File: config.mk
export PLATFORM = sky130hd
export DESIGN_NAME = data_mem_responder_flat
export DESIGN_NICKNAME = d
export VERILOG_FILES = /design/src/rtl/data_mem_if.sv /design/src/rtl/data_mem_responder.sv /design/src/flat_wrapper.sv
export SDC_FILE = /design/constraint.sdc
export NUM_CORES = 1
export LEC_CHECK = 0
export BUFFER_PORTS_ARGS = -buffer_cell sky130_fd_sc_hd__buf_2
export CORE_MARGIN = 3
export CORE_UTILIZATION = 50
export DETAILED_ROUTE_END_ITERATION = 10
export HOLD_SLACK_MARGIN = 0.12
export PLACE_DENSITY = 0.71
export SYNTH_ARGS = -nofsm -noshare
export SYNTH_HDL_FRONTEND = slang
export SYNTH_SLANG_ARGS = --single-unit
File: constraint.sdc
create_clock -name clk -period 2.87 [get_ports clk]
set_clock_uncertainty 0.2 [all_clocks]
set_input_delay 0.287 -clock clk [delete_from_list [all_inputs] [get_ports clk]]
set_output_delay 0.287 -clock clk [all_outputs]
set_load 0.1 [all_outputs]
File: src/rtl/data_mem_if.sv
// Data-memory request/response bundle between the core's control FSM (master)
// and the data-memory responder (slave).
interface data_mem_if #(
    parameter int ADDRESS_WIDTH = 3,
    parameter int DATA_WIDTH    = 8
);
    logic                     MemRead;
    logic                     MemWrite;
    logic [ADDRESS_WIDTH-1:0] addr;
    logic [DATA_WIDTH-1:0]    wdata;
    logic [DATA_WIDTH-1:0]    rdata;
    logic                     mem_ready;
    logic                     mem_busy;
    logic                     mem_err;

    modport master (
        output MemRead, MemWrite, addr, wdata,
        input  rdata, mem_ready, mem_busy, mem_err
    );

    modport slave (
        input  MemRead, MemWrite, addr, wdata,
        output rdata, mem_ready, mem_busy, mem_err
    );
endinterface

File: src/rtl/data_mem_responder.sv
// Fixed-latency data-memory responder backed by a register array.
// Optional `DATA_MEM_RESET_PATTERN_EN: reset loads mem[i] = i instead of 0.
module data_mem_responder #(
    parameter int          ADDRESS_WIDTH = 3,
    parameter int          DATA_WIDTH    = 8,
    parameter int unsigned WAIT_CYCLES   = 1
) (
    input  logic          clk,
    input  logic          rst,
    data_mem_if.slave     bus
);
    localparam int DEPTH = 2 ** ADDRESS_WIDTH;

    typedef enum logic [1:0] {IDLE, WAIT, DONE} state_t;
    typedef enum logic [1:0] {OP_RD, OP_WR, OP_ILL} op_t;

    state_t                   state_q;
    op_t                      op_q;
    logic [3:0]               cnt_q;
    logic [ADDRESS_WIDTH-1:0] addr_q;
    logic [DATA_WIDTH-1:0]    wdata_q;
    logic [DATA_WIDTH-1:0]    rdata_q;
    logic                     ready_q;
    logic                     busy_q;
    logic                     err_q;
    logic [DATA_WIDTH-1:0]    mem_q [DEPTH];

    always_ff @(posedge clk or posedge rst) begin
        if (rst) begin
            state_q <= IDLE;
            op_q    <= OP_RD;
            cnt_q   <= '0;
            addr_q  <= '0;
            wdata_q <= '0;
            rdata_q <= '0;
            ready_q <= 1'b0;
            busy_q  <= 1'b0;
            err_q   <= 1'b0;
            for (int i = 0; i < DEPTH; i++) begin
`ifdef DATA_MEM_RESET_PATTERN_EN
                mem_q[i] <= DATA_WIDTH'(i);
`else
                mem_q[i] <= '0;
`endif
            end
        end else begin
            case (state_q)
                IDLE: begin
                    if (bus.MemRead || bus.MemWrite) begin
                        addr_q  <= bus.addr;
                        wdata_q <= bus.wdata;
                        op_q    <= (bus.MemRead && bus.MemWrite) ? OP_ILL :
                                   (bus.MemRead ? OP_RD : OP_WR);
                        cnt_q   <= 4'(WAIT_CYCLES);
                        busy_q  <= 1'b1;
                        state_q <= WAIT;
                    end
                end
                WAIT: begin
                    if (cnt_q != 4'd0) begin
                        cnt_q <= cnt_q - 4'd1;
                    end else begin
                        case (op_q)
                            OP_RD:   rdata_q        <= mem_q[addr_q];
                            OP_WR:   mem_q[addr_q]  <= wdata_q;
                            default: err_q          <= 1'b1;
                        endcase
                        ready_q <= 1'b1;
                        state_q <= DONE;
                    end
                end
                DONE: begin
                    // Requests seen here are dropped; IDLE resamples on the next edge.
                    ready_q <= 1'b0;
                    err_q   <= 1'b0;
                    busy_q  <= 1'b0;
                    state_q <= IDLE;
                end
                default: state_q <= IDLE;
            endcase
        end
    end

    assign bus.rdata     = rdata_q;
    assign bus.mem_ready = ready_q;
    assign bus.mem_busy  = busy_q;
    assign bus.mem_err   = err_q;
endmodule

File: src/flat_wrapper.sv
// flat-port wrapper written by rule: the top's interface ports become plain ports
module data_mem_responder_flat 
#(
    parameter int          ADDRESS_WIDTH = 3,
    parameter int          DATA_WIDTH    = 8,
    parameter int unsigned WAIT_CYCLES   = 1
)
  (clk, rst, bus_MemRead, bus_MemWrite, bus_addr, bus_wdata, bus_rdata, bus_mem_ready, bus_mem_busy, bus_mem_err);
  data_mem_if #(.ADDRESS_WIDTH(ADDRESS_WIDTH), .DATA_WIDTH(DATA_WIDTH)) bus_i ();
  input  logic clk;
  input  logic rst;
  input wire logic [$bits(bus_i.MemRead)-1:0] bus_MemRead;
  input wire logic [$bits(bus_i.MemWrite)-1:0] bus_MemWrite;
  input wire logic [$bits(bus_i.addr)-1:0] bus_addr;
  input wire logic [$bits(bus_i.wdata)-1:0] bus_wdata;
  output wire logic [$bits(bus_i.rdata)-1:0] bus_rdata;
  output wire logic [$bits(bus_i.mem_ready)-1:0] bus_mem_ready;
  output wire logic [$bits(bus_i.mem_busy)-1:0] bus_mem_busy;
  output wire logic [$bits(bus_i.mem_err)-1:0] bus_mem_err;
  assign bus_i.MemRead = bus_MemRead;
  assign bus_i.MemWrite = bus_MemWrite;
  assign bus_i.addr = bus_addr;
  assign bus_i.wdata = bus_wdata;
  assign bus_rdata = bus_i.rdata;
  assign bus_mem_ready = bus_i.mem_ready;
  assign bus_mem_busy = bus_i.mem_busy;
  assign bus_mem_err = bus_i.mem_err;
  data_mem_responder #(.ADDRESS_WIDTH(ADDRESS_WIDTH), .DATA_WIDTH(DATA_WIDTH), .WAIT_CYCLES(WAIT_CYCLES)) u_core (.clk(clk), .rst(rst), .bus(bus_i));
endmodule
* Word-level counts from Yosys, hierarchy flattened
Cells that the tools add are included.
** Storage, ports and cells
- Output and inout bits :: 11
- Bits in latches :: 0
- Word-level logic and storage cells :: 68
- ROM bits :: 0
- Input bits :: 15
- Register bits after elaboration :: 94
- Memories kept :: 0
- Memory bits (writable) :: 0
** Operators by class
- Mux-type cells :: 21
- Divide/modulo/power cells :: 0
- Reduce and logical (&&, ||, !) cells :: 18
- Shift-type cells :: 0
- $lt $le $gt $ge :: 2
- $add $sub $neg :: 1
- Equal/unequal tests :: 7
- Bitwise logic cells :: 2
- Multiply operators :: 0
** Operators by type and width (number)
- $bwmux 64 :: 1
- $bmux 8 s3 :: 1
- $demux 8 s3 :: 1
- $mux 8 :: 3
- $reduce_and 3->1 :: 4
- $mux 4 :: 2
- $pmux 4 s2 :: 1
- $reduce_and 2->1 :: 4
- $mux 2 :: 3
- $pmux 1 s2 :: 3
- $reduce_bool 2->1 :: 3
- $mux 1 :: 5
- $eq 2x1->1 const B :: 2
- $ge 4x4->1 const B :: 1
- $logic_not 2->1 :: 2
- $lt 4x1->1 const B :: 1
- $ne 2x1->1 const B :: 2
- $ne 2x2->1 const B :: 2
- $not 3->4 :: 1
- $pmux 2 s2 :: 1
- $reduce_bool 4->1 :: 1
- $sub 4x1->4 const B :: 1
- $eq 2x2->1 const B :: 1
- $logic_and 1x1->1 :: 2
- 3 further kinds :: 3

* Longest topological paths before layout
- Depth in word-level cells :: 6
- Gate-level depth with buffers :: 8
- Depth with buffers taken out :: 6

* Worst setup path after synthesis
No wires, ideal clock.
- Path kind :: register -> register
- Start :: register u_core.cnt_q[0]
- End :: register u_core.rdata_q[6] (netlist: u_core.bus.rdata[6])
- Data required time :: 2.546 ns
- Arrival time :: 1.862 ns
- Setup time :: 0.124 ns
- Period minus slack after synthesis :: 2.186 ns
- Setup slack :: 0.684 ns
- Cell stages (with the launch flop) :: 7
- Path through :: dfrtp_1 -> inv_1 -> ha_1 -> or3b_4 -> or4_4 -> buf_6 -> o31a_1
** Between the ends
- Longest elaborated chain between the ends :: 3
** Ends and longest elaborated chain
- start, declared :: line data_mem_responder.sv:19 : logic [3:0] cnt_q;
- start signal, assigned :: line data_mem_responder.sv:54 : cnt_q <= 4'(WAIT_CYCLES);
- start signal, assigned :: line data_mem_responder.sv:61 : cnt_q <= cnt_q - 4'd1;
- $reduce_bool 4->1 :: line data_mem_responder.sv:60 : if (cnt_q != 4'd0) begin
- $not 1->1 (no source line)
- $reduce_and 3->1 (no source line)
- end signal, assigned :: line data_mem_responder.sv:64 : OP_RD: rdata_q <= mem_q[addr_q];
- end, declared :: line data_mem_responder.sv:22 : logic [DATA_WIDTH-1:0] rdata_q;
Every way passes these cells.
A chain may end at the register's enable or synchronous reset.

* Final worst setup path
- Start :: register u_core.cnt_q[0]
- End :: register u_core.mem_q[7] in the netlist's numbering
** Between the ends
- Longest elaborated chain between the ends :: 3
** Ends and longest elaborated chain
- $reduce_bool 4->1 :: line data_mem_responder.sv:60
- $not 1->1 (no source line)
- $reduce_and 3->1 (no source line)
- end signal, assigned by index :: line data_mem_responder.sv:65 : OP_WR: mem_q[addr_q] <= wdata_q;
- end, declared :: line data_mem_responder.sv:26 : logic [DATA_WIDTH-1:0] mem_q [DEPTH];
Every way passes these cells.

==> results.txt <==
Post-DRT Antenna Nets -> 0
Area of the multi-input gates -> 1690 um^2
Total placed cells including tap cells -> 407
DRC errors left -> 0
First-pass DRT Iterations -> 4
Unique masters post-synth -> 37
Synth-to-Final Area Change -> 15.2%
All-Layer GR Usage -> 18.6%
Final nets -> 348
Fill cells -> 619
# rows -> 32
Sequential share of the synthesized area -> 57.0%
CP Class -> reg -> reg
Commonest non-fill, non-tap cell in the layout -> dfrtp_1
Run status -> finished, final reports clean
First-pass GRT wire length -> 13.6 mm
Vias -> 2400
Setup WS pre-CTS -> 0.326 ns
Layout Cells excl Fill -> 438
Core footprint -> 7890 um^2
Yosys Warn Count -> 0
Post-route cell area -> 4760 um^2
Crit end category -> flop
Initial DRC count -> 75
Port Buffers -> 25
H-tree depth -> 3
Placed Area -> 4400 um^2
#FFs+latches synth -> 94
Headroom to the max-slew limit -> 59.6%
Layout cells sized above 1 -> 44.0%
Largest net degree at the start of global routing -> 70
ANT cells -> 0
Post-layout total power -> 4.57 mW
WP data required -> 2.92 ns
Total grt overflow -> 0
Root Buffer -> clkbuf_8
Maximum vdd drop -> 0.595 mV
Period utilization -> 89.2%
Reg area -> 2350 um^2
Fmax -> 391 MHz
Unrepaired setup endpoints after global routing -> no
Antenna violations before repair -> 0
Min-Delay Path Class -> reg -> reg
Worst path arrival time -> 2.61 ns
Post-Syn Area -> 4130 um^2
Power density over the cells -> 961 nW/um^2
Wire length per cell -> 18.4 um
DRT Wirelength -> 8.06 mm
Max Transition Viols Final -> 0
Max clock buf depth -> 2
CTS buffer count -> 9
Max FO, Critical Path -> 8
CTS clk-pin slew, worst paths -> 0.10 ns
CTS tree -> built
Clock Sinks -> 94
Final hold vios -> 0
Critical Path Source Type -> flop
Setup WS post-layout -> 0.311 ns
TNS Setup -> 0 ns
Max cap viols -> 0
Avg Cell Area, Syn -> 14.6 um^2
Worst-margin pin slew -> 0.605 ns
Cells after Synth -> 282
DIE HEIGHT -> 96.9 um
Die Footprint -> 9380 um^2
Placer Congestion -> 0.784
I/O pin count -> 26
Clock Latency Late Sink -> 0.36 ns
Min Clock Period, post-route -> 2.56 ns
Vias per cell -> 5.48
Die Wd -> 96.9 um
Effective utilization at floorplan -> 52.3%
Leak -> 2.26 nW
Setup violations, final -> 0
Syn Nets -> 299
Post-CTS Resized -> 0
Commonest cells after routing, fill and taps aside -> dfrtp_1 (94), mux2_2 (77), buf_2 (25)
Vias in the first global route -> 2569
Dpl hpwl -> 5.30 mm
-- registers in the layout, summed over array words and instances (netlist names) --
| name | cells |
|---|---|
| u_core.mem_q | 64 |
| u_core.addr_q | 3 |
| u_core.bus.mem_busy | 1 |
| u_core.bus.mem_ready | 1 |
| u_core.bus.rdata | 8 |
| u_core.wdata_q | 8 |
| u_core.op_q | 2 |
| u_core.bus.mem_err | 1 |
| u_core.cnt_q | 4 |
| u_core.state_q | 2 |
-- synth_stat cells, drive strengths merged --
cell    number  area share [%]
dfrtp       94              57
mux2        77              21
mux4        12             6.5
nand2       12             1.1
o21ai       12             1.5
mux2i       10             2.4
buf          8             1.3
nor2         8            0.91
nand2b       7             1.1
inv          5            0.45
a21oi        4            0.48
clkbuf       3            0.27
nand3        3            0.36
nor3         3            0.64
a221oi       2            0.42
ha           2            0.61
nor2b        2            0.30
nor3b        2            0.48
o22ai        2            0.30
xor2         2            0.42
a211oi       1            0.18
a21o         1            0.18
a22oi        1            0.18
a31oi        1            0.15
and2         1            0.15
and4b        1            0.24
nand4        1            0.30
o21a         1            0.18
o31a         1            0.21
o31ai        1            0.18
or3b         1            0.27
or4          1            0.27
-- per-stage QoR --
| stage | util [%] | hold WS [ns] |
|---|---|---|
| 3_3_place_gp | 55.8 | 0.181 |
| 4_1_cts | 60.3 | 0.283 |
| 3_5_place_dp | 55.8 | 0.179 |
| 5_1_grt | 60.3 | 0.314 |
| 6_report | 60.3 | 0.275 |
| 2_1_floorplan | - | 0.173 |
-- area by class of cell --
class	count	share of cell area, %
clock inverter	7	1.71
multi-input combinational	172	35.6
inverter	5	0.473
sequential	94	49.4
tap	102	2.68
clock buffer	9	2.60
timing repair buffer	49	7.47
-- cells by family (layout without fill, tap and decap cells) --
group           after synthesis  count (layout)  share of synthesized area [%]
flops                        94              94                           57.0
compound gates               27              27                           3.94
simple gates                 42              42                           6.09
buf+inv                      16              70                           2.00
fa+ha+maj                     2               2                          0.606
mux                          99              99                           30.0
xor+xnor                      2               2                          0.424
-- worst paths after layout --
| kind | start | endpoint | slack [ns] | depth (start not counted) |
|---|---|---|---|---|
| worst min register to register | u_core.bus.mem_busy$_DFFE_PP0P_ | u_core.bus.mem_busy$_DFFE_PP0P_ | 0.27 | 1 |
| worst min-delay path | u_core.bus.mem_busy$_DFFE_PP0P_ | u_core.bus.mem_busy$_DFFE_PP0P_ | 0.27 | 1 |
| worst max register to register | u_core.cnt_q[0]$_DFFE_PP0P_ | u_core.mem_q[7]$_DFFE_PP0P_ | 0.31 | 6 |
| worst max-delay path | u_core.cnt_q[0]$_DFFE_PP0P_ | u_core.mem_q[7]$_DFFE_PP0P_ | 0.31 | 6 |
| min in group asynchronous | rst | u_core.wdata_q[0]$_DFFE_PP0P_ | 0.32 | 3 |
| max in group asynchronous | rst | u_core.mem_q[18]$_DFFE_PP0P_ | 1.40 | 4 |
-- power by group --
group / internal (mW) / switching [mW] / leakage [nW] / total, mW
clock: 0.417 / 0.487 / 0.106 / 0.904
combinational: 0.753 / 0.767 / 0.913 / 1.52
sequential: 1.73 / 0.415 / 1.24 / 2.15
-- per-layer routing --
metal  wire, um  GRT usage (%)  share of wire (%)
met1       3740           25.7                 46
met4        129           6.05                1.6
met5          0              0                  0
met2       4000           29.5                 50
met3        193           4.04                2.4
-- critical path, stage by stage (launching register included) --
cell and delay (ns):
dfrtp_1 0.41, inv_1 0.09, ha_1 0.15, nor3b_2 0.38, nand4_2 0.27, nor2_2 0.54, mux2_2 0.41
-- what timing repair did --
item,4_1_cts,5_1_grt
setup buffers,0,0
hold buffers,15,0
setup endpoints to repair,0,0
hold endpoints to repair,38,0
No activity file was read; power rests on OpenSTA's default activity.
